--- config.mk ---
export PLATFORM = sky130hd
export DESIGN_NAME = axil_slave_wr_regfile
export DESIGN_NICKNAME = d
export VERILOG_FILES = /design/src/rtl/axil_slave_wr_regfile.sv
export SDC_FILE = /design/constraint.sdc
export NUM_CORES = 1
export LEC_CHECK = 0
export BUFFER_PORTS_ARGS = -buffer_cell sky130_fd_sc_hd__clkbuf_2
export CORE_UTILIZATION = 48
export DETAILED_ROUTE_END_ITERATION = 10
export PLACE_DENSITY = 0.77
export SYNTH_ARGS = -nofsm -noshare
export SYNTH_HDL_FRONTEND = slang
export SYNTH_SLANG_ARGS = --single-unit
--- constraint.sdc ---
create_clock -name aclk -period 9.84 [get_ports aclk]
set_input_delay 0.984 -clock aclk [delete_from_list [all_inputs] [get_ports aclk]]
set_output_delay 0.984 -clock aclk [all_outputs]
set_load 0.03 [all_outputs]
--- src/rtl/axil_slave_wr_regfile.sv ---
// AXI-Lite write-only register file: one-deep AW/W holding regs, commit one edge after both are held.
// Latency AW+W capture -> B/reg update 1 cycle; B stall holds one AW and one W, then drops ready.
module axil_slave_wr_regfile #(
    parameter int                          AXI_DATA_WIDTH = 32,
    parameter int                          AXI_ADDR_WIDTH = 32,
    parameter int                          NUMBER_REG     = 8,
    parameter logic [AXI_ADDR_WIDTH-1:0]   BASE_ADDR      = '0,
    parameter logic [AXI_DATA_WIDTH-1:0]   REG_RESET      = '0
) (
    input  logic                          aclk,
    input  logic                          areset,
    input  logic [AXI_ADDR_WIDTH-1:0]     s_axil_awaddr,
    input  logic                          s_axil_awvalid,
    output logic                          s_axil_awready,
    input  logic [AXI_DATA_WIDTH-1:0]     s_axil_wdata,
    input  logic [AXI_DATA_WIDTH/8-1:0]   s_axil_wstrb,
    input  logic                          s_axil_wvalid,
    output logic                          s_axil_wready,
    output logic [1:0]                    s_axil_bresp,
    output logic                          s_axil_bvalid,
    input  logic                          s_axil_bready,
    output logic [AXI_DATA_WIDTH-1:0]     reg_data [NUMBER_REG],
    output logic [NUMBER_REG-1:0]         reg_wr_pulse
);

    localparam int STRB_W   = AXI_DATA_WIDTH / 8;
    localparam int ADDR_LSB = $clog2(STRB_W);
    localparam logic [1:0] RESP_OKAY   = 2'b00;
    localparam logic [1:0] RESP_SLVERR = 2'b10;

    logic                      aw_full_q, aw_full_d;
    logic [AXI_ADDR_WIDTH-1:0] aw_addr_q, aw_addr_d;
    logic                      w_full_q,  w_full_d;
    logic [AXI_DATA_WIDTH-1:0] w_data_q,  w_data_d;
    logic [STRB_W-1:0]         w_strb_q,  w_strb_d;
    logic                      bvalid_q,  bvalid_d;
    logic [1:0]                bresp_q,   bresp_d;
    logic [AXI_DATA_WIDTH-1:0] regs_q [NUMBER_REG];
    logic [AXI_DATA_WIDTH-1:0] regs_d [NUMBER_REG];
    logic [NUMBER_REG-1:0]     pulse_q,   pulse_d;

    logic                      commit;
    logic [AXI_ADDR_WIDTH-1:0] off;
    logic [AXI_ADDR_WIDTH-1:0] idx;
    logic                      legal;

    always_comb begin
        aw_full_d = aw_full_q;
        aw_addr_d = aw_addr_q;
        w_full_d  = w_full_q;
        w_data_d  = w_data_q;
        w_strb_d  = w_strb_q;
        bvalid_d  = bvalid_q;
        bresp_d   = bresp_q;
        regs_d    = regs_q;
        pulse_d   = '0;

        commit = aw_full_q & w_full_q & (~bvalid_q | s_axil_bready);
        off    = aw_addr_q - BASE_ADDR;
        idx    = off >> ADDR_LSB;
        legal  = (aw_addr_q >= BASE_ADDR) && (idx < AXI_ADDR_WIDTH'(NUMBER_REG));

        // Capture only while empty and commit only while full, so the two never collide.
        if (s_axil_awvalid && !aw_full_q) begin
            aw_full_d = 1'b1;
            aw_addr_d = s_axil_awaddr;
        end
        if (s_axil_wvalid && !w_full_q) begin
            w_full_d = 1'b1;
            w_data_d = s_axil_wdata;
            w_strb_d = s_axil_wstrb;
        end

        if (bvalid_q && s_axil_bready) begin
            bvalid_d = 1'b0;
        end

        if (commit) begin
            aw_full_d = 1'b0;
            w_full_d  = 1'b0;
            bvalid_d  = 1'b1;
            bresp_d   = legal ? RESP_OKAY : RESP_SLVERR;
            for (int i = 0; i < NUMBER_REG; i++) begin
                if (legal && idx == AXI_ADDR_WIDTH'(i)) begin
                    pulse_d[i] = 1'b1;
                    for (int b = 0; b < STRB_W; b++) begin
                        if (w_strb_q[b]) begin
                            regs_d[i][8*b +: 8] = w_data_q[8*b +: 8];
                        end
                    end
                end
            end
        end
    end

    always_ff @(posedge aclk or posedge areset) begin
        if (areset) begin
            aw_full_q <= 1'b0;
            aw_addr_q <= '0;
            w_full_q  <= 1'b0;
            w_data_q  <= '0;
            w_strb_q  <= '0;
            bvalid_q  <= 1'b0;
            bresp_q   <= RESP_OKAY;
            regs_q    <= '{default: REG_RESET};
            pulse_q   <= '0;
        end else begin
            aw_full_q <= aw_full_d;
            aw_addr_q <= aw_addr_d;
            w_full_q  <= w_full_d;
            w_data_q  <= w_data_d;
            w_strb_q  <= w_strb_d;
            bvalid_q  <= bvalid_d;
            bresp_q   <= bresp_d;
            regs_q    <= regs_d;
            pulse_q   <= pulse_d;
        end
    end

    assign s_axil_awready = ~aw_full_q;
    assign s_axil_wready  = ~w_full_q;
    assign s_axil_bvalid  = bvalid_q;
    assign s_axil_bresp   = bresp_q;
    assign reg_data       = regs_q;
    assign reg_wr_pulse   = pulse_q;

endmodule
==> impl_metrics.toml <==
[detailed_routing]
firstDrtPassIters = 4
drt_iter0_markers = 437
routed_wl_mm = 32.59
drc = 0
via_per_inst = 5.199
drt-wirelength-per-cell_um = 21.09
vias = 8033
ant_nets = 0

[final_layout]
antenna_cells = 0
drive_gt1_share_pct = 61.44
syn_to_final_growth_pct = 21.52
final_util_pct = 60.00
nets = 1220

[floorplanning]
core_mm2 = 0.02816
die_w_um = 172.2
ioPinCount = 342
die_area_mm2 = 0.02965
die_h_um = 172.2
start_util_pct = 49.38
rows = 61

[clock_network]
cts.htree.levels = 2
clkTransAtPathRegs_ns = 0.05
clock_sinks = 334
cts_root_buffer = "clkbuf_16"
insertion_delay_ns = 0.50
cts_tree = "built"
cts_setup_buffers = 0
cts_hold_buf = 0
clockBufferDepth = 3
cts_resized = 0
cts_buffers = 36

[grt]
grt_antenna_before_repair = 1
grt_max_degree = 81
grt_usage_pct = 22.19
grt_pass1_wl_mm = 50.01
grt_overflow = 0
first_global_vias = 8343

[critical_path]
cp.arrival_ns = 3.58
worstPathRequired_ns = 10.22
cp-end-kind = "register"
worstReg2RegEnd = "reg_data[143]"
cp_max_fo = 33
cp-start-kind = "register"
crit_start = "aw_addr_q[9]"
crit_type = "reg -> reg"
r2r_slack_ns = 6.63
r2r_start = "aw_addr_q[9]"
reg2reg_depth = 4
crit_end = "reg_data[143]"

[power]
power_density_mw_per_mm2 = 206.4
peakVddDrop_mv = 0.1885
p_leak_nw = 9.350

[timing]
hold_viol = 0
setup_viol = 0
worstMarginPinSlew_ns = 1.066
timing.slew.headroom_pct = 28.78
period_needed_ns = 3.207
holdWs_ns = 0.4905
skew_ns = 0.006524
fmax_mhz = 311.8
finalSetupTns_ns = 0
fin_crit_sh_pct = 32.59
rsz0062_at_grt = "no"
drv_slew = 0

[yosys]
synth_area_mm2 = 0.01391
synthTopCellsByCount = "334 x dfrtp_1, 208 x mux2_4, 87 x mux2_2"
synth.distinct_cells = 30
synth.area.top_cells = "dfrtp_1 60%, mux2_4 22%, mux2_2 7.0%"
yosysMostFrequentCell = "dfrtp_1"
synth_edf_count = 0
synthArstFlopShare_pct = 100.0
synth-seq-cells = 334
yosysWarnings = 0
synthFlopType = "dfrtp_1"
syn_nets = 886
yosysTopAreaCell = "dfrtp_1"
synth_top_area_share_pct = 60.10
syn_avg_cell_area_um2 = 17.10
synthCells = 813
ys_seq_area_share_pct = 60.10

[outcome]
status = "completed"

[placement]
port_buffers = 338
gp_congestion = 0.7830
hpwl_mm = 22.33

[run]
timing.max_cap.violations = 0

[worst_hold_path]
min-delay-start = "reg_data[44]"
worstHoldPathType = "reg -> reg"
## power breakdown
group / total (mW) / leakage (nW) / switching (mW) / internal [mW]
sequential: 1.81 / 4.51 / 0.290 / 1.52
combinational: 0.365 / 4.29 / 0.165 / 0.200
clock: 1.31 / 0.555 / 0.522 / 0.793
total: 3.49 / 9.35 / 0.977 / 2.51
## metal layers
layer  GRT usage, %  share of wire (%)
met1          29.70                 44
met5              0              0.028
met3          5.447                6.5
met2          35.66                 47
met4          6.772                2.5
## metrics by stage
| stage | cells | instance area (um2) | worst slack (ns) | power [mW] |
|---|---|---|---|---|
| floorplan | 813 | 13910 | 4.393 | 2.004 |
| global placement | 1487 | 15760 | 6.098 | 2.171 |
| detailed placement | 1487 | 15760 | 6.059 | 2.199 |
| CTS | 1545 | 16900 | 6.603 | 3.521 |
| global route | 1545 | 16900 | 6.213 | 3.640 |
| finish | 1545 | 16900 | 6.633 | 3.487 |
## layout make-up
| class | instances | area [um2] |
|---|---|---|
| clock inverter | 10 | 130.1 |
| inverter | 3 | 15.01 |
| fill | 2185 | 11260 |
| clock buffer | 48 | 1007 |
| multi-input combinational | 425 | 5156 |
| timing repair buffer | 347 | 1759 |
| sequential | 334 | 8358 |
| tap | 378 | 473.0 |
## cell families after synthesis
kind of cell | count (synthesis) | synth area share, %
flip-flops | 334 | 60.10
multiplexers | 322 | 31.69
AND/OR/NAND/NOR | 101 | 5.147
buffers and inverters | 54 | 2.978
AO/OA/AOI/OAI | 1 | 0.05401
other | 1 | 0.02697
## worst min path at each step
stage	end	slack (ns)	cells after the start
3_3_place_gp	reg_data[39]	0.47	1
2_1_floorplan	aw_addr_q[23]	0.48	1
6_report	reg_data[44]	0.49	1
4_1_cts	reg_data[95]	0.49	1
3_5_place_dp	reg_data[39]	0.48	1
5_1_grt	reg_data[35]	0.51	1
## layout by cell type (no fill, tap or decap), types with 2 or more instances in the layout
master,synthesis,layout
bufinv_16,0,3
and4bb_2,3,3
nor2_1,4,4
buf_4,1,9
nand2_1,35,35
nor4_2,4,4
nor4_4,4,4
clkinv_2,0,5
or4_4,5,5
inv_1,3,2
nor2b_1,11,9
mux2_2,87,87
mux2_1,27,27
clkbuf_16,0,37
clkbuf_1,9,7
clkbuf_2,2,338
nor4b_2,1,3
clkbuf_8,0,4
or4_1,23,23
clkinvlp_4,0,3
mux2_4,208,208
nor4_1,3,3
dfrtp_1,334,334
## registers in the layout (all words and copies together) (netlist names)
register       flops
w_data_q          32
s_axil_bresp       1
s_axil_bvalid      1
w_strb_q           4
aw_full_q          1
reg_wr_pulse       8
w_full_q           1
reg_data         256
aw_addr_q         30
## worst max-delay path, cell delays in order, from the launching register on
cell and delay (ns):
dfrtp_1 0.38, nor4_2 0.36, nand4_2 0.79, or4_1 1.12
mux2_4 0.42
No activity file was read; power rests on OpenSTA's default activity.
